===== src/rtl/hazard_sequencer_if.sv =====
// Pipeline-to-hazard-unit signal bundle: register indices and hazard flags in, forwarding selects and
// stall/flush/long-op status out. The pipeline holds the master side and the hazard sequencer holds the slave side.
interface hazard_sequencer_if;
   logic [4:0] d_rs1;
   logic [4:0] d_rs2;
   logic [4:0] e_rs1;
   logic [4:0] e_rs2;
   logic [4:0] e_rd;
   logic       e_mem_read;
   logic       e_long_op;
   logic       e_pc_src;
   logic [4:0] m_rd;
   logic       m_reg_write;
   logic [4:0] w_rd;
   logic       w_reg_write;

   logic [1:0] fwd_a;
   logic [1:0] fwd_b;
   logic       stall_f;
   logic       stall_d;
   logic       stall_e;
   logic       flush_d;
   logic       flush_e;
   logic       flush_m;
   logic       long_busy;
   logic       long_done;

   modport master (
      output d_rs1, d_rs2, e_rs1, e_rs2, e_rd, e_mem_read, e_long_op, e_pc_src,
      output m_rd, m_reg_write, w_rd, w_reg_write,
      input  fwd_a, fwd_b, stall_f, stall_d, stall_e, flush_d, flush_e, flush_m,
      input  long_busy, long_done
   );

   modport slave (
      input  d_rs1, d_rs2, e_rs1, e_rs2, e_rd, e_mem_read, e_long_op, e_pc_src,
      input  m_rd, m_reg_write, w_rd, w_reg_write,
      output fwd_a, fwd_b, stall_f, stall_d, stall_e, flush_d, flush_e, flush_m,
      output long_busy, long_done
   );
endinterface


===== src/rtl/hazard_sequencer.sv =====
// Hazard control for the 5-stage RV32 pipeline: forwarding, load-use bubbles, branch flushes and the mul/div hold FSM.
// Defining HAZARD_STATS_EN adds the saturating stall_cycles / flush_events counters.
module hazard_sequencer #(
   parameter int LONG_LAT = 4,
   parameter int CNT_W    = 4
) (
   input  logic               clk,
   input  logic               reset,
   hazard_sequencer_if.slave  hz
`ifdef HAZARD_STATS_EN
   ,
   output logic [31:0]        stall_cycles,
   output logic [31:0]        flush_events
`endif
);

   typedef enum logic {
      IDLE = 1'b0,
      BUSY = 1'b1
   } state_t;

   localparam logic [CNT_W-1:0] LOAD_VAL = CNT_W'(LONG_LAT - 1);
   localparam logic [CNT_W-1:0] CNT_ONE  = CNT_W'(1);

   state_t           state;
   state_t           state_next;
   logic [CNT_W-1:0] cnt;
   logic [CNT_W-1:0] cnt_next;

   logic load_use;
   logic stall_f;
   logic stall_d;
   logic stall_e;
   logic flush_d;
   logic flush_e;
   logic flush_m;
   logic long_busy;
   logic long_done;

   // Memory result is newer than Writeback, so it wins; x0 is hardwired zero and never forwards.
   function automatic logic [1:0] fwd_sel(input logic [4:0] rs,
                                          input logic       m_we,
                                          input logic [4:0] m_rd,
                                          input logic       w_we,
                                          input logic [4:0] w_rd);
      logic [1:0] sel;
      sel = 2'b00;
      if (m_we && (m_rd != 5'd0) && (m_rd == rs)) begin
         sel = 2'b10;
      end else if (w_we && (w_rd != 5'd0) && (w_rd == rs)) begin
         sel = 2'b01;
      end
      return sel;
   endfunction

   always_comb begin
      hz.fwd_a = fwd_sel(hz.e_rs1, hz.m_reg_write, hz.m_rd, hz.w_reg_write, hz.w_rd);
      hz.fwd_b = fwd_sel(hz.e_rs2, hz.m_reg_write, hz.m_rd, hz.w_reg_write, hz.w_rd);
   end

   // rs2 is compared even for instructions that ignore it; a spurious bubble is cheaper than decoding usage.
   always_comb begin
      load_use = hz.e_mem_read && (hz.e_rd != 5'd0) &&
                 ((hz.e_rd == hz.d_rs1) || (hz.e_rd == hz.d_rs2));
   end

   always_ff @(posedge clk) begin
      if (reset) begin
         state <= IDLE;
         cnt   <= '0;
      end else begin
         state <= state_next;
         cnt   <= cnt_next;
      end
   end

   // The long op only starts counting once it sits in Execute; on its final BUSY cycle Execute is released
   // while Fetch and Decode stay frozen for one more edge.
   always_comb begin
      state_next = state;
      cnt_next   = cnt;
      stall_f    = 1'b0;
      stall_d    = 1'b0;
      stall_e    = 1'b0;
      flush_d    = 1'b0;
      flush_e    = 1'b0;
      flush_m    = 1'b0;
      long_busy  = 1'b0;
      long_done  = 1'b0;

      unique case (state)
         IDLE: begin
            if (hz.e_long_op && !hz.e_pc_src) begin
               state_next = BUSY;
               cnt_next   = LOAD_VAL;
            end
            if (!reset) begin
               if (hz.e_pc_src) begin
                  flush_d = 1'b1;
                  flush_e = 1'b1;
               end else if (load_use) begin
                  stall_f = 1'b1;
                  stall_d = 1'b1;
                  flush_e = 1'b1;
               end
            end
         end

         BUSY: begin
            cnt_next = cnt - CNT_ONE;
            if (cnt <= CNT_ONE) begin
               state_next = IDLE;
            end
            if (!reset) begin
               long_busy = 1'b1;
               stall_f   = 1'b1;
               stall_d   = 1'b1;
               if (cnt == CNT_ONE) begin
                  long_done = 1'b1;
               end else begin
                  stall_e = 1'b1;
                  flush_m = 1'b1;
               end
            end
         end

         default: begin
            state_next = IDLE;
         end
      endcase
   end

   always_comb begin
      hz.stall_f   = stall_f;
      hz.stall_d   = stall_d;
      hz.stall_e   = stall_e;
      hz.flush_d   = flush_d;
      hz.flush_e   = flush_e;
      hz.flush_m   = flush_m;
      hz.long_busy = long_busy;
      hz.long_done = long_done;
   end

`ifdef HAZARD_STATS_EN
   // Event counters stick at all-ones rather than wrapping so long runs never under-report.
   always_ff @(posedge clk) begin
      if (reset) begin
         stall_cycles <= '0;
         flush_events <= '0;
      end else begin
         if (stall_f && (stall_cycles != 32'hFFFF_FFFF)) begin
            stall_cycles <= stall_cycles + 32'd1;
         end
         if (flush_d && (flush_events != 32'hFFFF_FFFF)) begin
            flush_events <= flush_events + 32'd1;
         end
      end
   end
`endif

endmodule

===== src/flat_wrapper.sv =====
// flat-port wrapper written by rule: the top's interface ports become plain ports
module hazard_sequencer_flat 
#(
   parameter int LONG_LAT = 4,
   parameter int CNT_W    = 4
)
  (clk, reset, hz_d_rs1, hz_d_rs2, hz_e_rs1, hz_e_rs2, hz_e_rd, hz_e_mem_read, hz_e_long_op, hz_e_pc_src, hz_m_rd, hz_m_reg_write, hz_w_rd, hz_w_reg_write, hz_fwd_a, hz_fwd_b, hz_stall_f, hz_stall_d, hz_stall_e, hz_flush_d, hz_flush_e, hz_flush_m, hz_long_busy, hz_long_done);
  hazard_sequencer_if hz_i ();
  input  logic clk;
  input  logic reset;
  input wire logic [$bits(hz_i.d_rs1)-1:0] hz_d_rs1;
  input wire logic [$bits(hz_i.d_rs2)-1:0] hz_d_rs2;
  input wire logic [$bits(hz_i.e_rs1)-1:0] hz_e_rs1;
  input wire logic [$bits(hz_i.e_rs2)-1:0] hz_e_rs2;
  input wire logic [$bits(hz_i.e_rd)-1:0] hz_e_rd;
  input wire logic [$bits(hz_i.e_mem_read)-1:0] hz_e_mem_read;
  input wire logic [$bits(hz_i.e_long_op)-1:0] hz_e_long_op;
  input wire logic [$bits(hz_i.e_pc_src)-1:0] hz_e_pc_src;
  input wire logic [$bits(hz_i.m_rd)-1:0] hz_m_rd;
  input wire logic [$bits(hz_i.m_reg_write)-1:0] hz_m_reg_write;
  input wire logic [$bits(hz_i.w_rd)-1:0] hz_w_rd;
  input wire logic [$bits(hz_i.w_reg_write)-1:0] hz_w_reg_write;
  output wire logic [$bits(hz_i.fwd_a)-1:0] hz_fwd_a;
  output wire logic [$bits(hz_i.fwd_b)-1:0] hz_fwd_b;
  output wire logic [$bits(hz_i.stall_f)-1:0] hz_stall_f;
  output wire logic [$bits(hz_i.stall_d)-1:0] hz_stall_d;
  output wire logic [$bits(hz_i.stall_e)-1:0] hz_stall_e;
  output wire logic [$bits(hz_i.flush_d)-1:0] hz_flush_d;
  output wire logic [$bits(hz_i.flush_e)-1:0] hz_flush_e;
  output wire logic [$bits(hz_i.flush_m)-1:0] hz_flush_m;
  output wire logic [$bits(hz_i.long_busy)-1:0] hz_long_busy;
  output wire logic [$bits(hz_i.long_done)-1:0] hz_long_done;
  assign hz_i.d_rs1 = hz_d_rs1;
  assign hz_i.d_rs2 = hz_d_rs2;
  assign hz_i.e_rs1 = hz_e_rs1;
  assign hz_i.e_rs2 = hz_e_rs2;
  assign hz_i.e_rd = hz_e_rd;
  assign hz_i.e_mem_read = hz_e_mem_read;
  assign hz_i.e_long_op = hz_e_long_op;
  assign hz_i.e_pc_src = hz_e_pc_src;
  assign hz_i.m_rd = hz_m_rd;
  assign hz_i.m_reg_write = hz_m_reg_write;
  assign hz_i.w_rd = hz_w_rd;
  assign hz_i.w_reg_write = hz_w_reg_write;
  assign hz_fwd_a = hz_i.fwd_a;
  assign hz_fwd_b = hz_i.fwd_b;
  assign hz_stall_f = hz_i.stall_f;
  assign hz_stall_d = hz_i.stall_d;
  assign hz_stall_e = hz_i.stall_e;
  assign hz_flush_d = hz_i.flush_d;
  assign hz_flush_e = hz_i.flush_e;
  assign hz_flush_m = hz_i.flush_m;
  assign hz_long_busy = hz_i.long_busy;
  assign hz_long_done = hz_i.long_done;
  hazard_sequencer #(.LONG_LAT(LONG_LAT), .CNT_W(CNT_W)) u_core (.clk(clk), .reset(reset), .hz(hz_i));
endmodule

===== config.mk =====
export PLATFORM = sky130hd
export DESIGN_NAME = hazard_sequencer_flat
export DESIGN_NICKNAME = d
export VERILOG_FILES = /design/src/rtl/hazard_sequencer_if.sv /design/src/rtl/hazard_sequencer.sv /design/src/flat_wrapper.sv
export SDC_FILE = /design/constraint.sdc
export NUM_CORES = 1
export LEC_CHECK = 0
export CAP_MARGIN = 20
export CORE_ASPECT_RATIO = 1.4
export CORE_MARGIN = 8
export CORE_UTILIZATION = 30
export CTS_BUF_LIST = sky130_fd_sc_hd__clkbuf_4 sky130_fd_sc_hd__clkbuf_8 sky130_fd_sc_hd__clkbuf_16
export DETAILED_ROUTE_END_ITERATION = 10
export PLACE_DENSITY_LB_ADDON = 0.08
export SYNTH_ARGS = -nofsm -noshare
export SYNTH_HDL_FRONTEND = slang
export SYNTH_SLANG_ARGS = --single-unit

===== constraint.sdc =====
create_clock -name clk -period 1.5 [get_ports clk]
set_input_delay 0.3 -clock clk [delete_from_list [all_inputs] [get_ports clk]]
set_output_delay 0.3 -clock clk [all_outputs]
set_load 0.005 [all_outputs]

# Word-level counts from Yosys, hierarchy flattened
# Cells that the tools add are included.
# W data, S select, Z words.
[op_classes]
n_addsub = 1
multipliers = 0
div = 0
magnitude_cmp = 1
n_eq_ne = 8
n_shift = 0
mux = 27
bitwise = 1
n_reduce_logical = 14
[op_table]
columns = ["operator", "n"]
rows = [
  ["$eq A5 B5 Y1", 6],
  ["$mux W1", 21],
  ["$reduce_bool A5 Y1", 3],
  ["$logic_and A1 B1 Y1", 9],
  ["$pmux W4 S2", 1],
  ["$eq A4 B1 Y1 const B", 1],
  ["$le A4 B1 Y1 const B", 1],
  ["$mux W2", 2],
  ["$mux W4", 1],
  ["$pmux W1 S2", 2],
  ["$sub A4 B1 Y4 const B", 1],
  ["$ne A2 B1 Y1 const B", 1],
  ["$logic_not A1 Y1", 1],
  ["$logic_or A1 B1 Y1", 1],
  ["$not A1 Y1", 1],
]
[totals]
ff_bits = 5
latchBits = 0
mem_bits_rw = 0
mem_bits_ro = 0
in_bits = 42
elab_cells = 54
n_memories = 0

# Logic depth before layout (Yosys ltp)
[depth]
depth_word = 7
ltp_mapped = 5
depth_no_buf = 5

# Worst setup path after synthesis
# Ideal clock, no wire load.
[synth_path]
kind = "input-to-output"
startpoint = "in hz_e_rd[3]"
endpoint = "out hz_stall_f"
arrival_ns = 1.348
path_slack_ns = -0.148
path_stages = 5
path_buffers = 1
path_cell_list = "xor2_1 > nor3_1 > a22oi_1 > o41ai_1 > buf_4"
[synth_between]
elab_chain_cells = 7
elab_cells_between_ends = 10
classes_between = "eq/ne (2); mux (4); reduce/logical (4)"
[synth_rtl]
columns = ["element", "line", "rtl"]
rows = [
  ["start: declaration", "flat_wrapper.sv:15", "input wire logic [$bits(hz_i.e_rd)-1:0] hz_e_rd;"],
  ["$eq A5 B5 Y1 or $reduce_bool A5 Y1 (tied branches)", "hazard_sequencer.sv:64, hazard_sequencer.sv:63", ""],
  ["$logic_or A1 B1 Y1 or $logic_and A1 B1 Y1 (tied branches)", "hazard_sequencer.sv:64, hazard_sequencer.sv:63", ""],
  ["$logic_and A1 B1 Y1 *", "hazard_sequencer.sv:63", "load_use = hz.e_mem_read && (hz.e_rd != 5'd0) &&"],
  ["$mux W1 * (3 in series)", "-", ""],
  ["$pmux W1 S2 *", "-", ""],
  ["end: declaration", "flat_wrapper.sv:25", "output wire logic [$bits(hz_i.stall_f)-1:0] hz_stall_f;"],
]
# Every way passes the cells marked *; elsewhere a longest branch is shown, timed or not.

# Worst setup path after layout
[layout_path]
startpoint = "in hz_m_rd[2]"
endpoint = "out hz_fwd_b[0]"
[layout_between]
elab_chain_cells = 4
elab_cells_between_ends = 5
classes_between = "eq/ne (1); mux (1); reduce/logical (3)"
[layout_rtl]
columns = ["element", "line", "rtl"]
rows = [
  ["start: declaration", "flat_wrapper.sv:19", "input wire logic [$bits(hz_i.m_rd)-1:0] hz_m_rd;"],
  ["$reduce_bool A5 Y1", "hazard_sequencer.sv:48", "if (m_we && (m_rd != 5'd0) && (m_rd == rs)) begin"],
  ["$logic_and A1 B1 Y1", "hazard_sequencer.sv:48", ""],
  ["$logic_and A1 B1 Y1 *", "hazard_sequencer.sv:48", ""],
  ["$mux W2 *", "hazard_sequencer.sv:48", ""],
  ["end: declaration", "flat_wrapper.sv:24", "output wire logic [$bits(hz_i.fwd_b)-1:0] hz_fwd_b;"],
]
# Marked as above.

==> flow_summary.yaml <==
clocking:
  h-tree-depth: 1
  cts_buffer_depth: 2
  cts_tree: "done"
  root_buffer: "clkbuf_4"
  ctsHoldBuffers: 0
  clk_latency_ps: 240
  path_clk_slew_ps: 40
  clock-sinks: 5
  cts_made_buffers: 3
yosys:
  synth-simple-area-share: 0.261
  synth_flop_cell: "dfxtp_1"
  synth-xor-area-share: 0.371
  synth.distinct_cells: 27
  seq_area_frac_synth: 0.141
  synth_compound_area_frac: 0.138
  ys_ff_latch: 5
  synth_enable_flop_cells: 0
  synth_top_family_by_area: "XOR/XNOR gates"
  yosys_warnings: 0
  synthMuxAreaShare: 0
  synth.area.top_cells: "xor2_1 (30%), dfxtp_1 (14%), xnor2_1 (7.4%), or4_1 (6.4%), ha_1 (3.5%)"
  syn-cell-area_sq_um: 708
  syn_avg_cell_area_sq_um: 7.96
  synth_nets: 133
  synth_adder_area_share: 0.0353
  synth.most_common_cell: "xor2_1"
  synth_area_leader_cell: "xor2_1"
  yosys-top-cells-count: "xor2_1 (24), or4_1 (6), xnor2_1 (6)"
  netlist.area_leader.share: 0.297
  async_flop_share: 0
  postSynthCellCount: 89
layout:
  area_growth_pct: 114
  n_antenna_cell: 0
  finalNonFillerCells: 190
  drive_gt1_frac: 0.533
  final_area_sq_mm: 0.00152
  fin_nets: 212
  fin_util: 0.656
critical_path:
  critPathMaxStageDelay_ps: 520
  critPathBufInv: 3
  cpMaxStageDelayCell: "or4_4"
  startpoint_type: "input pin"
  cp.arrival_ps: 1550
  reg2reg_from: "u_core.state"
  r2r_setup_slack_ps: 300
  crit_fanout: 2
  r2r_cells: 4
  critPathLaunch: "hz_m_rd[2]"
  endpoint_kind: "output pin"
  path_cells: "buf_6, or4_4, o21ai_2, buf_4, nor4_4, nor4_2, buf_2"
  path_class: "in2out"
  required_ps: 1200
  path_depth: 7
  rr_endpoint: "u_core.cnt[3]"
  critPathTopFamily: "simple AND/OR/NAND/NOR gates"
sta:
  rsz0062_at_grt: "true"
  fmax_mhz: 542
  finalSetupViolCount: 7
  slew_headroom: 0.804
  finClkSkew_ps: 2.93
  whs_ps: 505
  worst_pin_slew_ps: 291
  post-route-period-util: 1.23
  hold_viol: 0
  period_minus_slack_ps: 1850
  worst_slack_ps: -346
  slew_viol_final: 0
worst_hold_path:
  hold_end: "u_core.cnt[2]"
  hold-path-cell-count: 2
  hp-class: "reg2reg"
  min_from: "u_core.cnt[2]"
floorplanning:
  ios: 54
  coreArea_sq_mm: 0.00231
  die_w_um: 57.1
  start_util: 0.306
  die_area_sq_mm: 0.00419
  die_y_um: 73.5
  std_cell_rows: 21
routing:
  routed_wl_um: 2760
  drt.antenna.violating_nets: 0
  drt-wirelength-per-cell_um: 14.5
  num_vias: 923
  firstDrtPassIters: 3
  drc: 0
  drtIter0Drc: 8
  routed_via_density: 4.86
status:
  violations: "setup timing"
  outcome: "complete, but fails checks"
pwr:
  leakagePower_uw: 0.000739
  vdd.ir_drop.worst_mv: 0.310
  p_per_area_mw_per_mm2: 469
  totalPowerFinal_uw: 711
placement:
  portBuffers: 53
  dp_hpwl_um: 2370
  placedInstanceArea_sq_mm: 0.00142
  dp.cells: 183
  gp_congestion: 0.778
global_route:
  grt_max_degree: 11
  grt_pass1_vias: 1084
  antenna_found_initial: 0
  overflow: 0
  grt_usage: 0.134
  grt_pass1_wl_um: 4570
flow_run:
  maxCapViolations: 0
cells by family after synthesis:
group / after synthesis
adder cells (fa/ha/maj): 2
buffers and inverters: 8
AO/OA/AOI/OAI: 14
AND/OR/NAND/NOR: 30
flip-flops: 5
XOR/XNOR: 30
stage by stage:
stage | worst slack [ps] | TNS [ps]
after global placement | -1090 | -9610
after detailed placement | -1120 | -9830
after CTS | -487 | -2040
after global routing | -381 | -1910
after floorplan | -55.5 | -155
final | -346 | -1570
layout by cell type (no fill, tap or decap), types with 2 or more instances in the layout:
cell	count
a21oi_1	2
nor4_4	2
a211oi_1	2
inv_1	3
nor2_1	4
or4_4	3
buf_6	10
dfxtp_2	2
clkdlybuf4s15_2	2
xnor2_2	3
o21ai_2	2
nand2b_1	2
clkbuf_4	4
buf_4	22
dlymetal6s2s_1	2
or4_1	3
clkdlybuf4s15_1	7
xor2_1	23
dfxtp_1	2
nor2b_1	2
buf_2	11
nor4_2	2
dlygate4sd2_1	10
clkbuf_2	12
o41ai_2	2
xnor2_1	3
nor3_1	4
layer usage:
layer | routed length, um | share of wire | global-route usage
met1 | 919 | 0.33 | 0.116
met2 | 1630 | 0.59 | 0.265
met4 | 42 | 0.015 | 0.0628
met5 | 0 | 0 | 0
met3 | 167 | 0.061 | 0.0397
sequential cells by signal (all words and copies together), names as in the netlist:
signal and count:
u_core.cnt 4, u_core.state 1
power by group:
group / total (uW) / switching, uW / internal (uW)
Combinational: 382 / 167 / 215
Clock: 171 / 52.7 / 118
Sequential: 158 / 11.7 / 147
what timing repair did:
item,in CTS,in global routing
gates resized for setup,146,41
cloned,0,0
pin swaps,24,13
endpoints found under the setup margin,12,10
buffers inserted,3,0
cell type report:
type	instances	area [sq um]
repair buffers	78	623
fillers	212	796
multi-input cells	76	713
clock buffers	4	30.0
well taps	23	28.8
flip-flops and latches	5	106
inverters	4	15.0
tightest hold or removal path, cell delays in order (launching register included):
cell and delay (ps):
dfxtp_1 320, o21ai_0 70, a21oi_1 60
worst max-delay path by stage:
stage             endpoint  slack [ps]
4_1_cts        hz_fwd_b[0]        -490
6_report       hz_fwd_b[0]        -350
3_3_place_gp   hz_fwd_b[0]       -1090
5_1_grt        hz_fwd_b[0]        -380
2_1_floorplan  hz_fwd_a[0]         -60
3_5_place_dp   hz_fwd_b[0]       -1120
Power figures use the tool's default switching activity.
